`src/rtl/eightbit_alu_pkg.sv`:
```
// Shared definitions for the 8-bit ALU sequencer: ALU op codes, FSM states, default sizes.
package eightbit_alu_pkg;

  localparam int DEF_DATA_W = 8;
  localparam int DEF_AW     = 2;
  localparam int DEF_NREGS  = 4;

  localparam logic [1:0] OP_ADD  = 2'b00;
  localparam logic [1:0] OP_NOTB = 2'b01;
  localparam logic [1:0] OP_AND  = 2'b10;
  localparam logic [1:0] OP_OR   = 2'b11;

  typedef enum logic [1:0] {
    ST_IDLE = 2'b00,
    ST_EXEC = 2'b01,
    ST_DONE = 2'b10
  } state_e;

endpackage

```
`src/rtl/eightbit_alu_sequencer_if.sv`:
```
// Host-side bus of the ALU sequencer: register load, instruction issue and result report.
interface eightbit_alu_sequencer_if #(
  parameter int DATA_W = 8,
  parameter int AW     = 2
);
  logic              ld_valid;
  logic              ld_ready;
  logic [AW-1:0]     ld_addr;
  logic [DATA_W-1:0] ld_data;

  logic              instr_valid;
  logic              instr_ready;
  logic [1:0]        instr_op;
  logic [AW-1:0]     instr_ra;
  logic [AW-1:0]     instr_rb;
  logic [AW-1:0]     instr_rd;

  logic              res_valid;
  logic [DATA_W-1:0] res_data;
  logic              res_ovf;

  modport master (
    output ld_valid, ld_addr, ld_data,
    output instr_valid, instr_op, instr_ra, instr_rb, instr_rd,
    input  ld_ready, instr_ready, res_valid, res_data, res_ovf
  );

  modport slave (
    input  ld_valid, ld_addr, ld_data,
    input  instr_valid, instr_op, instr_ra, instr_rb, instr_rd,
    output ld_ready, instr_ready, res_valid, res_data, res_ovf
  );
endinterface

```
`src/rtl/eightbit_alu_sequencer_regfile.sv`:
```
// Operand register file: two combinational operand reads, one debug read,
// one synchronous write port, cleared by synchronous reset.
module alu_regfile #(
  parameter int DATA_W = 8,
  parameter int NREGS  = 4,
  parameter int AW     = 2
) (
  input  logic              clk_i,
  input  logic              rst_i,
  input  logic              we_i,
  input  logic [AW-1:0]     waddr_i,
  input  logic [DATA_W-1:0] wdata_i,
  input  logic [AW-1:0]     raddr_a_i,
  output logic [DATA_W-1:0] rdata_a_o,
  input  logic [AW-1:0]     raddr_b_i,
  output logic [DATA_W-1:0] rdata_b_o,
  input  logic [AW-1:0]     dbg_addr_i,
  output logic [DATA_W-1:0] dbg_data_o
);

  logic [DATA_W-1:0] rf_q [NREGS];

  // Storage update: clear on reset, otherwise single-entry write.
  always_ff @(posedge clk_i) begin
    if (rst_i) begin
      for (int i = 0; i < NREGS; i++) begin
        rf_q[i] <= {DATA_W{1'b0}};
      end
    end else if (we_i) begin
      rf_q[waddr_i] <= wdata_i;
    end
  end

  assign rdata_a_o  = rf_q[raddr_a_i];
  assign rdata_b_o  = rf_q[raddr_b_i];
  assign dbg_data_o = rf_q[dbg_addr_i];

endmodule

```
`src/rtl/eightbit_alu_sequencer.sv`:
```
// Control/datapath stage feeding an external 8-bit ALU: issues one instruction
// per handshake, captures the ALU result a cycle later, writes it back and reports it.
module eightbit_alu_sequencer
  import eightbit_alu_pkg::*;
#(
  parameter int DATA_W = DEF_DATA_W,
  parameter int NREGS  = DEF_NREGS,
  parameter int AW     = DEF_AW
) (
  input  logic                      clk_i,
  input  logic                      rst_i,
  eightbit_alu_sequencer_if.slave   host_if,
  output logic [DATA_W-1:0]         alu_a_o,
  output logic [DATA_W-1:0]         alu_b_o,
  output logic [1:0]                alu_s_o,
  input  logic [DATA_W-1:0]         alu_f_i,
  input  logic                      alu_ovf_i,
  output logic                      ovf_sticky_o,
  input  logic                      ovf_clr_i,
  input  logic [AW-1:0]             dbg_addr_i,
  output logic [DATA_W-1:0]         dbg_data_o
);

  state_e            state_q, state_d;
  logic [DATA_W-1:0] alu_a_q, alu_b_q, res_data_q;
  logic [1:0]        alu_s_q;
  logic [AW-1:0]     rd_q;
  logic              res_valid_q, res_ovf_q, sticky_q;

  logic              accept_s, capture_s, rf_we_s;
  logic [AW-1:0]     rf_waddr_s;
  logic [DATA_W-1:0] rf_wdata_s, rd_a_s, rd_b_s;

  alu_regfile #(.DATA_W(DATA_W), .NREGS(NREGS), .AW(AW)) u_rf (
    .clk_i      (clk_i),
    .rst_i      (rst_i),
    .we_i       (rf_we_s),
    .waddr_i    (rf_waddr_s),
    .wdata_i    (rf_wdata_s),
    .raddr_a_i  (host_if.instr_ra),
    .rdata_a_o  (rd_a_s),
    .raddr_b_i  (host_if.instr_rb),
    .rdata_b_o  (rd_b_s),
    .dbg_addr_i (dbg_addr_i),
    .dbg_data_o (dbg_data_o)
  );

  // Loads take priority over instructions in IDLE; EXEC always writes back the ALU result.
  always_comb begin
    state_d    = state_q;
    accept_s   = 1'b0;
    capture_s  = 1'b0;
    rf_we_s    = 1'b0;
    rf_waddr_s = host_if.ld_addr;
    rf_wdata_s = host_if.ld_data;
    case (state_q)
      ST_IDLE: begin
        if (host_if.ld_valid) begin
          rf_we_s = 1'b1;
        end else if (host_if.instr_valid) begin
          accept_s = 1'b1;
          state_d  = ST_EXEC;
        end else begin
          state_d = ST_IDLE;
        end
      end
      ST_EXEC: begin
        capture_s  = 1'b1;
        rf_we_s    = 1'b1;
        rf_waddr_s = rd_q;
        rf_wdata_s = alu_f_i;
        state_d    = ST_DONE;
      end
      ST_DONE: begin
        state_d = ST_IDLE;
      end
      default: begin
        state_d = ST_IDLE;
      end
    endcase
  end

  // State, ALU operand/select registers, result capture and sticky overflow (set beats clear).
  always_ff @(posedge clk_i) begin
    if (rst_i) begin
      state_q     <= ST_IDLE;
      alu_a_q     <= {DATA_W{1'b0}};
      alu_b_q     <= {DATA_W{1'b0}};
      alu_s_q     <= 2'b00;
      rd_q        <= {AW{1'b0}};
      res_data_q  <= {DATA_W{1'b0}};
      res_ovf_q   <= 1'b0;
      res_valid_q <= 1'b0;
      sticky_q    <= 1'b0;
    end else begin
      state_q     <= state_d;
      res_valid_q <= capture_s;
      if (accept_s) begin
        alu_a_q <= rd_a_s;
        alu_b_q <= rd_b_s;
        alu_s_q <= host_if.instr_op;
        rd_q    <= host_if.instr_rd;
      end
      if (capture_s) begin
        res_data_q <= alu_f_i;
        res_ovf_q  <= alu_ovf_i;
      end
      if (capture_s && alu_ovf_i) begin
        sticky_q <= 1'b1;
      end else if (ovf_clr_i) begin
        sticky_q <= 1'b0;
      end
    end
  end

  assign host_if.ld_ready    = (state_q == ST_IDLE);
  assign host_if.instr_ready = (state_q == ST_IDLE) && !host_if.ld_valid;
  assign host_if.res_valid   = res_valid_q;
  assign host_if.res_data    = res_data_q;
  assign host_if.res_ovf     = res_ovf_q;
  assign alu_a_o             = alu_a_q;
  assign alu_b_o             = alu_b_q;
  assign alu_s_o             = alu_s_q;
  assign ovf_sticky_o        = sticky_q;

endmodule
```
`src/flat_wrapper.sv`:
```
// flat-port wrapper written by rule: the top's interface ports become plain ports
module eightbit_alu_sequencer_flat import eightbit_alu_pkg::*;
#(
  parameter int DATA_W = DEF_DATA_W,
  parameter int NREGS  = DEF_NREGS,
  parameter int AW     = DEF_AW
)
  (clk_i, rst_i, alu_a_o, alu_b_o, alu_s_o, alu_f_i, alu_ovf_i, ovf_sticky_o, ovf_clr_i, dbg_addr_i, dbg_data_o, host_if_ld_valid, host_if_ld_addr, host_if_ld_data, host_if_instr_valid, host_if_instr_op, host_if_instr_ra, host_if_instr_rb, host_if_instr_rd, host_if_ld_ready, host_if_instr_ready, host_if_res_valid, host_if_res_data, host_if_res_ovf);
  eightbit_alu_sequencer_if #(.DATA_W(DATA_W), .AW(AW)) host_if_i ();
  input  logic clk_i;
  input  logic rst_i;
  output logic [DATA_W-1:0] alu_a_o;
  output logic [DATA_W-1:0] alu_b_o;
  output logic [1:0] alu_s_o;
  input  logic [DATA_W-1:0] alu_f_i;
  input  logic alu_ovf_i;
  output logic ovf_sticky_o;
  input  logic ovf_clr_i;
  input  logic [AW-1:0] dbg_addr_i;
  output logic [DATA_W-1:0] dbg_data_o;
  input wire logic [$bits(host_if_i.ld_valid)-1:0] host_if_ld_valid;
  input wire logic [$bits(host_if_i.ld_addr)-1:0] host_if_ld_addr;
  input wire logic [$bits(host_if_i.ld_data)-1:0] host_if_ld_data;
  input wire logic [$bits(host_if_i.instr_valid)-1:0] host_if_instr_valid;
  input wire logic [$bits(host_if_i.instr_op)-1:0] host_if_instr_op;
  input wire logic [$bits(host_if_i.instr_ra)-1:0] host_if_instr_ra;
  input wire logic [$bits(host_if_i.instr_rb)-1:0] host_if_instr_rb;
  input wire logic [$bits(host_if_i.instr_rd)-1:0] host_if_instr_rd;
  output wire logic [$bits(host_if_i.ld_ready)-1:0] host_if_ld_ready;
  output wire logic [$bits(host_if_i.instr_ready)-1:0] host_if_instr_ready;
  output wire logic [$bits(host_if_i.res_valid)-1:0] host_if_res_valid;
  output wire logic [$bits(host_if_i.res_data)-1:0] host_if_res_data;
  output wire logic [$bits(host_if_i.res_ovf)-1:0] host_if_res_ovf;
  assign host_if_i.ld_valid = host_if_ld_valid;
  assign host_if_i.ld_addr = host_if_ld_addr;
  assign host_if_i.ld_data = host_if_ld_data;
  assign host_if_i.instr_valid = host_if_instr_valid;
  assign host_if_i.instr_op = host_if_instr_op;
  assign host_if_i.instr_ra = host_if_instr_ra;
  assign host_if_i.instr_rb = host_if_instr_rb;
  assign host_if_i.instr_rd = host_if_instr_rd;
  assign host_if_ld_ready = host_if_i.ld_ready;
  assign host_if_instr_ready = host_if_i.instr_ready;
  assign host_if_res_valid = host_if_i.res_valid;
  assign host_if_res_data = host_if_i.res_data;
  assign host_if_res_ovf = host_if_i.res_ovf;
  eightbit_alu_sequencer #(.DATA_W(DATA_W), .NREGS(NREGS), .AW(AW)) u_core (.clk_i(clk_i), .rst_i(rst_i), .host_if(host_if_i), .alu_a_o(alu_a_o), .alu_b_o(alu_b_o), .alu_s_o(alu_s_o), .alu_f_i(alu_f_i), .alu_ovf_i(alu_ovf_i), .ovf_sticky_o(ovf_sticky_o), .ovf_clr_i(ovf_clr_i), .dbg_addr_i(dbg_addr_i), .dbg_data_o(dbg_data_o));
endmodule
```
`config.mk`:
```
export PLATFORM = sky130hd
export DESIGN_NAME = eightbit_alu_sequencer_flat
export DESIGN_NICKNAME = d
export VERILOG_FILES = /design/src/rtl/eightbit_alu_pkg.sv /design/src/rtl/eightbit_alu_sequencer_if.sv /design/src/rtl/eightbit_alu_sequencer_regfile.sv /design/src/rtl/eightbit_alu_sequencer.sv /design/src/flat_wrapper.sv
export SDC_FILE = /design/constraint.sdc
export NUM_CORES = 1
export LEC_CHECK = 0
export ABC_AREA = 0
export BUFFER_PORTS_ARGS = -buffer_cell sky130_fd_sc_hd__buf_4
export CORE_ASPECT_RATIO = 0.7
export CORE_MARGIN = 2
export CORE_UTILIZATION = 57
export CTS_CLUSTER_DIAMETER = 40
export DETAILED_ROUTE_END_ITERATION = 8
export GPL_ROUTABILITY_DRIVEN = 1
export PLACE_DENSITY = 0.89
export SETUP_SLACK_MARGIN = 0.4
export SLEW_MARGIN = 25
export SYNTH_ARGS = -nofsm -noshare
export SYNTH_HDL_FRONTEND = slang
export SYNTH_SLANG_ARGS = --single-unit
```
`constraint.sdc`:
```
create_clock -name clk_i -period 4.85 [get_ports clk_i]
set_clock_uncertainty 0.1 [all_clocks]
set_input_delay 0.485 -clock clk_i [delete_from_list [all_inputs] [get_ports clk_i]]
set_output_delay 0.485 -clock clk_i [all_outputs]
set_load 0.005 [all_outputs]
```
=== After elaboration in Yosys (flattened, before gate mapping) ===
Memory sizes are Yosys's and may differ from the RTL's. A register that Yosys moved wholly into a read port is not among the register bits.
Cells that the tools add are included.
W data, S select, Z words.

* Add/sub/neg operators: 0
* $mul: 0
* Div/mod/pow operators: 0
* Magnitude comparators: 0
* Eq/ne operators: 2
* Shift operators: 0
* Muxes and demuxes: 21
* Bitwise operators: 0
* Reduce and logical (&&, ||, !) cells: 6

{| class="wikitable"
|+ Operator list
! kind !! number
|-
| $mux W8 || 2
|-
| $mux W1 || 14
|-
| $reduce_or A8 Y1 || 1
|-
| $mux W2 || 3
|-
| $pmux W2 S2 || 1
|-
| $eq A2 B1 Y1 const B || 1
|-
| $logic_and A1 B1 Y1 || 2
|-
| $logic_not A2 Y1 || 1
|-
| $ne A2 B2 Y1 const B || 1
|-
| $pmux W1 S2 || 1
|-
| $reduce_bool A2 Y1 || 1
|-
| $logic_not A1 Y1 || 1
|}

* Flip-flop bits (word level): 17
* Latch bits: 0
* RAM bits: 32
* Memory bits (read-only): 0
* Input port bits: 34
* Output and inout port bits: 39
* Word-level logic and storage cells: 37
* Memories: 1

{| class="wikitable"
|+ Memory list
! name !! words !! bits a word !! rd ports !! clocked after memory_dff !! write ports !! RTL line !! RTL
|-
| u_core.u_rf.rf_q || 4 || 8 || 3 || 2 || 4 || eightbit_alu_sequencer_regfile.sv:21 || <nowiki>logic [DATA_W-1:0] rf_q [NREGS];</nowiki>
|}

=== Longest topological paths before layout ===
* Depth after elaboration: 7
* Depth in mapped cells: 7
* Mapped depth without buffers: 3

=== By module ===
Synthesis repeated with hierarchy kept, for this count alone.

* Cell total of the unflattened synthesis: 270
* Area, all modules: 3106.7 um^2

{| class="wikitable"
|+ By module, submodules not included
! module !! instances !! cells each !! area an instance (um^2) !! sequential area each (um^2)
|-
| alu_regfile || 1 || 104 || 1868.0 || 960.9
|-
| eightbit_alu_sequencer || 1 || 166 || 1238.7 || 660.6
|}

=== Worst setup path after synthesis ===
No wires, ideal clock.

* Kind: reg2reg
* From: reg u_core.state_q[0]
* To: mem u_core.u_rf.rf_q[1][0] (enable)
* Setup time: 0.387 ns
* Data arrival time: 1.719 ns
* Required time: 4.363 ns
* Path slack: 2.645 ns
* Stages on the path, launching flop included: 5
* Buffers on the path: 1
* Clock period less this slack: 2.205 ns
* Path through: dfxtp_1 -> buf_2 -> nor4bb_1 -> a31oi_1 -> o31ai_1

{| class="wikitable"
|+ RTL lines
! item !! RTL line !! RTL
|-
| start, declared || eightbit_alu_sequencer.sv:24 || <nowiki>state_e state_q, state_d;</nowiki>
|-
| start signal, assigned || eightbit_alu_sequencer.sv:96 || <nowiki>state_q <= state_d;</nowiki>
|-
| end, declared || eightbit_alu_sequencer_regfile.sv:21 ||
|}

==> impl_metrics.toml <==
[outcome]
status = "finished, final reports clean"

[finish]
post_route_cells_drive_above_1_share_pct = 40.1
utilization_pct = 72.6
final_cell_mix = "buf_4, dfxtp_1, edfxtp_1"
multi_input_area_sq_um = 1280
antenna_cells_inserted = 0
area.sequential_sq_um = 1620
n_fill_cell = 338
mostFrequentLayoutCell = "buf_4"
final-instance-count-excl-fill = 369
final_nets = 326
syn_to_final_growth_pct = 25.0

[synthesis]
ys_flop_type = "dfxtp_1"
synthesis.yosys.warnings = 0
postSynthAreaPerCell_sq_um = 13.1
synth.top_cells.by_area = "edfxtp_1, dfxtp_1, mux4_2"
yosys.cell_types.count = 29
synthArstFlopShare_pct = 0
synth_top_area_share_pct = 32.1
synthesis.nets = 262
post_synth_inst_count = 228
synth_edf_count = 32
synth.ff_latch_count = 65
synth_sequential_area_ratio_pct = 54.2
syn-cell-area_sq_um = 2990
yosysTopAreaCell = "edfxtp_1"

[cts]
ctsResizeCount = 0
insertion_delay_ns = 0.34
clock_tree_root_driver_cell = "clkbuf_8"
cts_buffers = 9
cts.sink_count = 65
tritoncts = "yes"
postCtsSetupRepairBufs = 0
clock_path_buffers = 2
holdBufCountCts = 0
worst_setup_hold_path_clk_slew_ns = 0.07
depth_of_the_cts_h_tree = 3

[die]
fp.dieArea_sq_um = 5850
io_pins = 73
floorplan.initialDensity_pct = 58.1
row_count = 22
die_y_microns = 64.6
design.core.area_sq_um = 5150
die_w_microns = 90.6

[timing]
maxSlewHeadroom_pct = 34.5
setup_total_negative_slack_ns = 0
worst-slew-pin-transition_ns = 0.983
rsz0062_at_grt = "false"
layout_worst_path_cycle_share_pct = 61.8
setup_viol = 0
slew_viol_final = 0
timing.final.hold_violations = 0
timing.fmax_ghz = 0.333
final_period_minus_worst_setup_slack_ns = 3.00
final_critical_path_setup_slack_ns = 1.85

[placed_design]
dp_cells = 353
dp_slack_ns = 1.64
gp_congestion = 0.806
dp_hpwl_microns = 5310
numPortBuffers = 72

[worst_setup_path]
reg2regPathDepth = 3
path_depth = 3
crit_path_max_incr_delay_ns = 0.82
critPathSlowestCell = "nand2b_1"
cp_data_required_time_ns = 4.73
timing.critical_path.buf_inv = 0
critical_path.max_fanout = 22
cp.arrival_ns = 2.88
crit_path_end_kind = "register"
cp_top_family = "compound AO/OA/AOI/OAI gates"
worst_path_class_setup = "reg -> reg"
setup.reg_to_reg.worst_slack_ns = 1.85
crit_chain = "nand2b_1 -> a31oi_1 -> o31ai_2"
worstSetupStartpointType = "register"

[detailed_routing]
routed_wirelength_microns = 7050
detail_route.wl_per_cell_microns = 19.1
ant_nets = 0
drt-pass1-iter-count = 4
drt_drc_violations_left = 0
via_count = 2155
detailedRoute.firstIterationViolations = 132
detail_route.vias_per_cell = 5.84

[power_and_ir_drop]
power.combinational.fraction_pct = 13.3
leakage_nw = 1.51
worst_ir_drop_vdd_mv = 0.217
pwr_density_cell_nw_per_um2 = 335
power_frac_seq_pct = 50.3
power.clock.fraction_pct = 36.4
total_power_mw = 1.25
sw_power_mw = 0.304
cellInternalPower_mw = 0.947
power_switching_share_pct = 24.3

[grt]
global_route.overflow_total = 0
grt_pass1_vias = 2071
grt_max_degree = 23
first_pass_grt_wire_length_microns = 11000
antenna_violations_before_repair = 0
grt_usage_pct = 25.8

[worst_hold_path]
min_path_type = "in -> reg"
hold-path-cell-count = 3

[job]
maxCapViolations = 0
-- worst paths after layout --
| kind | start | end |
|---|---|---|
| setup reg to reg | u_core.state_q[1] | u_core.u_rf.rf_q[1][5] |
| hold reg to reg | u_core.host_if.res_data[5] | u_core.host_if.res_data[5] |
| hold / removal | host_if_instr_rd[0] | u_core.rd_q[0] |
| setup / recovery | u_core.state_q[1] | u_core.u_rf.rf_q[1][5] |
-- power groups by stage --
| stage | Sequential [mW] | Clock [mW] | Combinational, mW |
|---|---|---|---|
| 6_report | 0.629 | 0.455 | 0.166 |
| 3_5_place_dp | 0.641 | 0 | 0.164 |
| 2_1_floorplan | 0.632 | 0 | 0.0989 |
| 4_1_cts | 0.629 | 0.465 | 0.164 |
| 5_1_grt | 0.633 | 0.486 | 0.178 |
| 3_3_place_gp | 0.638 | 0 | 0.159 |
-- state kept, by name, indices dropped and copies added (netlist names) --
| name | flops |
|---|---|
| u_core.alu_a_o | 8 |
| u_core.ovf_sticky_o | 1 |
| u_core.alu_b_o | 8 |
| u_core.host_if.res_valid | 1 |
| u_core.state_q | 2 |
| u_core.u_rf.rf_q | 32 |
| u_core.host_if.res_ovf | 1 |
| u_core.rd_q | 2 |
| u_core.alu_s_o | 2 |
| u_core.host_if.res_data | 8 |
-- synth_stat cells (2+ instances only) --
| cell type | count |
|---|---|
| a21oi_1 | 11 |
| a22o_1 | 16 |
| buf_1 | 4 |
| buf_2 | 7 |
| buf_4 | 2 |
| clkbuf_1 | 5 |
| dfxtp_1 | 33 |
| edfxtp_1 | 32 |
| inv_1 | 2 |
| mux2i_1 | 12 |
| mux4_2 | 24 |
| nand2_1 | 18 |
| nand2b_1 | 2 |
| nor2_1 | 17 |
| nor2b_1 | 2 |
| nor3_1 | 25 |
| o21ai_0 | 2 |
| o21ai_1 | 2 |
| o31ai_1 | 2 |
-- logic make-up after synthesis --
group           after synthesis  synth area share, %
compound gates               34                 7.91
buf+inv                      21                 3.43
flops                        65                 54.2
mux                          38                 22.9
simple gates                 70                 11.5
-- stage by stage --
step | instance area [sq um] | hold slack, ns
after floorplan | 2990 | 0.353
after global placement | 3530 | 0.345
after detailed placement | 3530 | 0.357
after CTS | 3720 | 0.255
after global routing | 3740 | 0.264
final | 3740 | 0.270
-- layout make-up --
cell class	instances	share of cell area [%]
clock buffers	11	3.78
clock inverters	5	1.41
inverters	2	0.201
multi-input cells	142	34.3
flip-flops and latches	65	43.4
well taps	72	2.41
repair buffers	72	14.5
-- worst reg2reg max path, delay by kind of cell, from the launching register on --
family           cells  cell delay (ns)
AO/OA/AOI/OAI        2             1.17
AND/OR/NAND/NOR      1             0.82
flip-flops           1             0.55
-- metal layers --
metal | vias up | routed length, microns | GRT usage [%]
li1 | 1008 | - | -
met3 | 11 | 671 | 8.49
met2 | 117 | 3230 | 40.7
met4 | 0 | 133 | 11.5
met1 | 1019 | 3010 | 33.0
met5 | - | 0 | 0
No activity file was read; power rests on OpenSTA's default activity.
